### src/rtl/imm_gen_stage_if.sv
// rtl/imm_gen_stage_if.sv - upstream/downstream handshake bundle for imm_gen_stage
interface imm_gen_stage_if #(
  parameter int XLEN = 64
) ();
  logic            in_valid;
  logic            in_ready;
  logic [2:0]      in_op;
  logic [31:0]     in_inst;
  logic            out_valid;
  logic            out_ready;
  logic [XLEN-1:0] out_imm;
  logic [31:0]     out_inst;

  modport master (
    output in_valid, in_op, in_inst, out_ready,
    input  in_ready, out_valid, out_imm, out_inst
  );

  modport slave (
    input  in_valid, in_op, in_inst, out_ready,
    output in_ready, out_valid, out_imm, out_inst
  );
endinterface

### src/rtl/imm_gen_stage.sv
// rtl/imm_gen_stage.sv - registered immediate generator with 2-entry skid buffer
// Optional macro IMM_GEN_FLUSH_EN adds a flush input that empties both slots.
module imm_gen_stage #(
  parameter int XLEN = 64
) (
  input  logic clk,
  input  logic rst,
`ifdef IMM_GEN_FLUSH_EN
  input  logic flush,
`endif
  imm_gen_stage_if.slave bus
);

  if (XLEN != 32 && XLEN != 64) begin : g_bad_xlen
    $fatal(1, "imm_gen_stage: XLEN must be 32 or 64");
  end

  localparam logic [6:0] OPC_OP_IMM   = 7'b0010011;
  localparam logic [6:0] OPC_OP_IMM32 = 7'b0011011;
  localparam logic [6:0] OPC_JALR     = 7'b1100111;

  logic            w_flush;
  logic [6:0]      w_opcode;
  logic [2:0]      w_funct3;
  logic            w_is_shift;
  logic [5:0]      w_shamt;
  logic            w_sign;
  logic [63:0]     w_imm64;
  logic [XLEN-1:0] w_imm;
  logic            w_in_ready;
  logic            w_accept;
  logic            w_pop;

  logic            r_out_valid;
  logic [XLEN-1:0] r_out_imm;
  logic [31:0]     r_out_inst;
  logic            r_skid_valid;
  logic [XLEN-1:0] r_skid_imm;
  logic [31:0]     r_skid_inst;

`ifdef IMM_GEN_FLUSH_EN
  assign w_flush = flush;
`else
  assign w_flush = 1'b0;
`endif

  assign w_opcode   = bus.in_inst[6:0];
  assign w_funct3   = bus.in_inst[14:12];
  assign w_is_shift = (w_funct3 == 3'b001) || (w_funct3 == 3'b101);
  assign w_sign     = bus.in_inst[31];
  // RV64 shamt carries bit 25; RV32 stops at bit 24
  assign w_shamt    = (XLEN == 64) ? bus.in_inst[25:20] : {1'b0, bus.in_inst[24:20]};

  // Built at 64 bits and truncated, which equals sign-extension to XLEN
  always_comb begin
    w_imm64 = '0;
    case (bus.in_op)
      3'b001: begin
        if (w_opcode == OPC_OP_IMM && w_is_shift)
          w_imm64 = {58'b0, w_shamt};
        else if (w_opcode == OPC_OP_IMM32 && w_is_shift)
          w_imm64 = {59'b0, bus.in_inst[24:20]};
        else
          w_imm64 = {{52{w_sign}}, bus.in_inst[31:20]};
      end
      3'b010: w_imm64 = {{52{w_sign}}, bus.in_inst[31:25], bus.in_inst[11:7]};
      3'b011: w_imm64 = {{51{w_sign}}, bus.in_inst[31], bus.in_inst[7],
                         bus.in_inst[30:25], bus.in_inst[11:8], 1'b0};
      3'b100: w_imm64 = {{32{w_sign}}, bus.in_inst[31:12], 12'b0};
      3'b101: begin
        if (w_opcode == OPC_JALR)
          w_imm64 = {{52{w_sign}}, bus.in_inst[31:20]};
        else
          w_imm64 = {{43{w_sign}}, bus.in_inst[31], bus.in_inst[19:12],
                     bus.in_inst[20], bus.in_inst[30:21], 1'b0};
      end
      3'b110: w_imm64 = {59'b0, bus.in_inst[19:15]};
      default: w_imm64 = '0;
    endcase
  end

  assign w_imm      = w_imm64[XLEN-1:0];
  assign w_in_ready = !r_skid_valid && !rst;
  assign w_accept   = bus.in_valid && w_in_ready;
  assign w_pop      = r_out_valid && bus.out_ready;

  always_ff @(posedge clk) begin
    if (rst) begin
      r_out_valid  <= 1'b0;
      r_out_imm    <= '0;
      r_out_inst   <= '0;
      r_skid_valid <= 1'b0;
      r_skid_imm   <= '0;
      r_skid_inst  <= '0;
    end else if (w_flush) begin
      r_out_valid  <= 1'b0;
      r_skid_valid <= 1'b0;
    end else if (!r_out_valid) begin
      // skid is never occupied while out is empty
      if (w_accept) begin
        r_out_valid <= 1'b1;
        r_out_imm   <= w_imm;
        r_out_inst  <= bus.in_inst;
      end
    end else if (w_pop) begin
      if (r_skid_valid) begin
        r_out_imm    <= r_skid_imm;
        r_out_inst   <= r_skid_inst;
        r_skid_valid <= 1'b0;
      end else if (w_accept) begin
        r_out_imm  <= w_imm;
        r_out_inst <= bus.in_inst;
      end else begin
        r_out_valid <= 1'b0;
      end
    end else if (w_accept) begin
      r_skid_valid <= 1'b1;
      r_skid_imm   <= w_imm;
      r_skid_inst  <= bus.in_inst;
    end
  end

  assign bus.in_ready  = w_in_ready;
  assign bus.out_valid = r_out_valid;
  assign bus.out_imm   = r_out_imm;
  assign bus.out_inst  = r_out_inst;

endmodule

### src/flat_wrapper.sv
// flat-port wrapper written by rule: the top's interface ports become plain ports
module imm_gen_stage_flat 
#(
  parameter int XLEN = 64
)
  (clk, rst, bus_in_valid, bus_in_op, bus_in_inst, bus_out_ready, bus_in_ready, bus_out_valid, bus_out_imm, bus_out_inst);
  imm_gen_stage_if #(.XLEN(XLEN)) bus_i ();
  input  logic clk;
  input  logic rst;
  input wire logic [$bits(bus_i.in_valid)-1:0] bus_in_valid;
  input wire logic [$bits(bus_i.in_op)-1:0] bus_in_op;
  input wire logic [$bits(bus_i.in_inst)-1:0] bus_in_inst;
  input wire logic [$bits(bus_i.out_ready)-1:0] bus_out_ready;
  output wire logic [$bits(bus_i.in_ready)-1:0] bus_in_ready;
  output wire logic [$bits(bus_i.out_valid)-1:0] bus_out_valid;
  output wire logic [$bits(bus_i.out_imm)-1:0] bus_out_imm;
  output wire logic [$bits(bus_i.out_inst)-1:0] bus_out_inst;
  assign bus_i.in_valid = bus_in_valid;
  assign bus_i.in_op = bus_in_op;
  assign bus_i.in_inst = bus_in_inst;
  assign bus_i.out_ready = bus_out_ready;
  assign bus_in_ready = bus_i.in_ready;
  assign bus_out_valid = bus_i.out_valid;
  assign bus_out_imm = bus_i.out_imm;
  assign bus_out_inst = bus_i.out_inst;
  imm_gen_stage #(.XLEN(XLEN)) u_core (.clk(clk), .rst(rst), .bus(bus_i));
endmodule
### config.mk
export PLATFORM = sky130hd
export DESIGN_NAME = imm_gen_stage_flat
export DESIGN_NICKNAME = d
export VERILOG_FILES = /design/src/rtl/imm_gen_stage_if.sv /design/src/rtl/imm_gen_stage.sv /design/src/flat_wrapper.sv
export SDC_FILE = /design/constraint.sdc
export NUM_CORES = 1
export LEC_CHECK = 0
export ABC_AREA = 1
export BUFFER_PORTS_ARGS = -buffer_cell sky130_fd_sc_hd__buf_2
export CAP_MARGIN = 20
export CORE_AREA = 2 2 140 142
export DETAILED_ROUTE_END_ITERATION = 10
export DIE_AREA = 0 0 142 144
export MAX_ROUTING_LAYER = met4
export PLACE_DENSITY_LB_ADDON = 0.3
export SYNTH_ARGS = -nofsm -noshare
export SYNTH_HDL_FRONTEND = slang
export SYNTH_SLANG_ARGS = --single-unit
### constraint.sdc
create_clock -name clk -period 2.5 [get_ports clk]
set_clock_uncertainty 0.15 [all_clocks]
set_input_delay 0.75 -clock clk [delete_from_list [all_inputs] [get_ports clk]]
set_output_delay 0.75 -clock clk [all_outputs]
set_load 0.05 [all_outputs]
==> impl_metrics.json <==
{
  "outcome": "finished clean",
  "hold_viol": 0,
  "slowest_stage": "sky130_fd_sc_hd__buf_2",
  "yosysMostFrequentCell": "sky130_fd_sc_hd__nand2_1",
  "post-route-util_pct": 50.8,
  "final_min_period_over_clock_period_pct": 87.1,
  "critical_path.top_delay_family": "buffers and inverters",
  "antenna_found_initial": 0,
  "syn-mean-instance-area_um2": 6.94,
  "p_leak_nw": 4.73,
  "dpl_worst_slack_ns": 0.0955,
  "drt_iter0_drc": 622,
  "hold_path_class": "reg2reg",
  "grt_pass1_vias": 6934,
  "seq_total_area_yosys_pct": 39.6,
  "synth_fp_nets": 1219,
  "grt_max_degree": 83,
  "global_route_wire_length_before_repair_um": 35900,
  "post_synth_fa_ha_maj_area_fraction_pct": 0,
  "largest_family_of_logic_cells_by_synthesized_area": "compound AO/OA/AOI/OAI gates",
  "globalplace.congestion": 0.881,
  "cts_hold_buffers": 0,
  "synth.top_cells.by_area": "sky130_fd_sc_hd__dfxtp_1, sky130_fd_sc_hd__nand2_1, sky130_fd_sc_hd__a21oi_1, sky130_fd_sc_hd__o21ai_0, sky130_fd_sc_hd__nand2_2",
  "path_class": "in2out",
  "port_buffers": 136,
  "vias_per_cell": 5.15,
  "synth_enable_flop_cells": 0,
  "worstPathCellList": "buf_4 > nor2_4 > buf_2",
  "cp-start-kind": "primary input",
  "design.final.nets": 1309,
  "fin_crit_ns": 2.18,
  "post_synth_inst_count": 1180,
  "critical_path.max_fanout": 4,
  "synthSimpleGateAreaFrac_pct": 24.0,
  "total_of_flip_flops_plus_latches_after_synthesis": 162,
  "grt.overflow.total": 0,
  "gates_resized_cts_repair": 0,
  "synth.lib_cells_used.distinct": 31,
  "timing.final.setup_violations": 0,
  "vdd_drop_max_mv": 0.470,
  "cts_sinks": 162,
  "max_clock_freq_mhz": 459,
  "synth_xor_xnor_area_share_pct": 0,
  "drt_drc_violations_left": 0,
  "p_total_mw": 6.81,
  "die_y_um": 144,
  "floorplan.rows": 51,
  "layout-drive-gt1-share_pct": 24.3,
  "synthToLayoutAreaGrowth_pct": 18.3,
  "antenna_cells": 0,
  "grt_setup_unrepaired": "false",
  "worst-path-buf-inv": 2,
  "finalNonFillerCells": 1521,
  "h-tree-depth": 4,
  "drt_first_pass_iters": 5,
  "ys_warn_count": 0,
  "slowest_stage_delay_on_critical_path_ns": 0.27,
  "final.setup.tns_ns": 0,
  "yosysTopAreaCellShare_pct": 39.6,
  "synth.top_cells.by_count": "sky130_fd_sc_hd__nand2_1, sky130_fd_sc_hd__a21oi_1, sky130_fd_sc_hd__dfxtp_1",
  "drt-wirelength-per-cell_um": 14.5,
  "clock_tree_from_tritoncts": "built",
  "synth_ff_type": "sky130_fd_sc_hd__dfxtp_1",
  "cts_buffer_count": 17,
  "synth_compound_gate_area_share_pct": 26.2,
  "floorplan.initialDensity_pct": 42.9,
  "synth_top_area_cell": "sky130_fd_sc_hd__dfxtp_1",
  "synth.mux.area_fraction_pct": 0,
  "grt.total_usage_pct": 22.5,
  "vias": 7831,
  "power-per-cell-area_mw_per_mm2": 703,
  "worst_slack_ns": 0.321,
  "clkSlewWorstSetupHoldPaths_ns": 0.06,
  "core_area_mm2": 0.0191,
  "clk_latency_ns": 0.43,
  "placedCellCount": 1489,
  "post_route_worst_hold_slack_ns": 0.310,
  "max_slew_margin_pct": 33.8,
  "max_cap_viol_count": 0,
  "die-width_um": 142,
  "critPathArrivalTime_ns": 1.28,
  "number_of_i_o_pins": 137,
  "crit_path_end_kind": "output port",
  "die-area_mm2": 0.0204,
  "placed_cell_area_mm2": 0.00906,
  "cts_setup_buffers": 0,
  "cts_root_buffer": "sky130_fd_sc_hd__clkbuf_16",
  "finish.instance_area_mm2": 0.00969,
  "dp_hpwl_um": 14000,
  "synth-async-reset-ratio_pct": 0,
  "worst_pin_slew_ns": 0.992,
  "post_synth_design_cell_area_mm2": 0.00819,
  "routed_wl_um": 22000,
  "timing.final.max_slew_violations": 0,
  "timing.critical_path.required_ns": 1.60,
  "clk_path_buf_depth": 2,
  "postRouteAntennaNets": 0
}
==> report_power, final <==
part           internal [mW]  switching [mW]  leakage, nW
combinational          0.340           0.894         3.11
sequential              2.71          0.0878         1.32
clock                   1.64            1.13        0.298
total                   4.69            2.12         4.73
==> state kept, by name, indices dropped and copies added, names as in the netlist <==
signal / flops
u_core.r_skid_inst: 32
u_core.r_skid_valid: 1
u_core.bus.out_inst: 32
u_core.bus.out_imm: 64
u_core.bus.out_valid: 1
u_core.r_skid_imm: 32
==> routing by layer <==
metal	GRT usage (%)	wire length [um]	up-vias
met5	-	0	-
li1	-	-	4051
met2	33.0	9780	210
met1	31.2	10800	3548
met3	4.47	1180	22
met4	7.00	309	0
==> final cells by class <==
cell class | instances | area, um^2
fillers | 1882 | 9390
multi-input cells | 816 | 4130
flip-flops and latches | 162 | 3240
repair buffers | 162 | 978
clock buffers | 19 | 453
inverters | 111 | 417
well taps | 238 | 298
clock inverters | 13 | 170
==> cell families (layout without fill, tap and decap cells) <==
family | after synthesis | in the layout
buf+inv | 202 | 305
simple gates | 441 | 441
flops | 162 | 162
compound gates | 375 | 375
==> path summary, 6_finish.rpt <==
kind	startpoint	to	slack [ns]	cells after the start
hold / removal	u_core.r_skid_inst[28]$_SDFFE_PP0P_	u_core.r_skid_inst[28]$_SDFFE_PP0P_	0.31	2
setup / recovery	rst	bus_in_ready	0.32	3
setup reg to reg	u_core.r_skid_valid$_SDFFE_PP0P_	u_core.r_skid_imm[11]$_SDFFE_PP0P_	0.64	9
hold reg to reg	u_core.r_skid_inst[28]$_SDFFE_PP0P_	u_core.r_skid_inst[28]$_SDFFE_PP0P_	0.31	2
==> worst register-to-register path: stages, from the launching register on <==
cell	delay [ns]
sky130_fd_sc_hd__dfxtp_1	0.43
sky130_fd_sc_hd__nor2_4	0.08
sky130_fd_sc_hd__nand2_4	0.13
sky130_fd_sc_hd__buf_4	0.22
sky130_fd_sc_hd__nor2_4	0.07
sky130_fd_sc_hd__inv_2	0.05
sky130_fd_sc_hd__buf_4	0.32
sky130_fd_sc_hd__a21oi_1	0.13
sky130_fd_sc_hd__o21ai_0	0.11
sky130_fd_sc_hd__inv_1	0.05
==> placed cells by master (no fill, tap or decap), types with 39 or more instances in the layout <==
cell | Yosys | routed
sky130_fd_sc_hd__nand2_1 | 282 | 281
sky130_fd_sc_hd__a21oi_1 | 162 | 162
sky130_fd_sc_hd__dfxtp_1 | 162 | 162
sky130_fd_sc_hd__buf_2 | 15 | 135
sky130_fd_sc_hd__o21ai_0 | 118 | 118
sky130_fd_sc_hd__inv_1 | 105 | 104
sky130_fd_sc_hd__nand2_2 | 64 | 64
sky130_fd_sc_hd__o211ai_1 | 50 | 50
sky130_fd_sc_hd__nor2_1 | 43 | 42
sky130_fd_sc_hd__nand3_1 | 39 | 39
(Power assumes the default switching activity.)
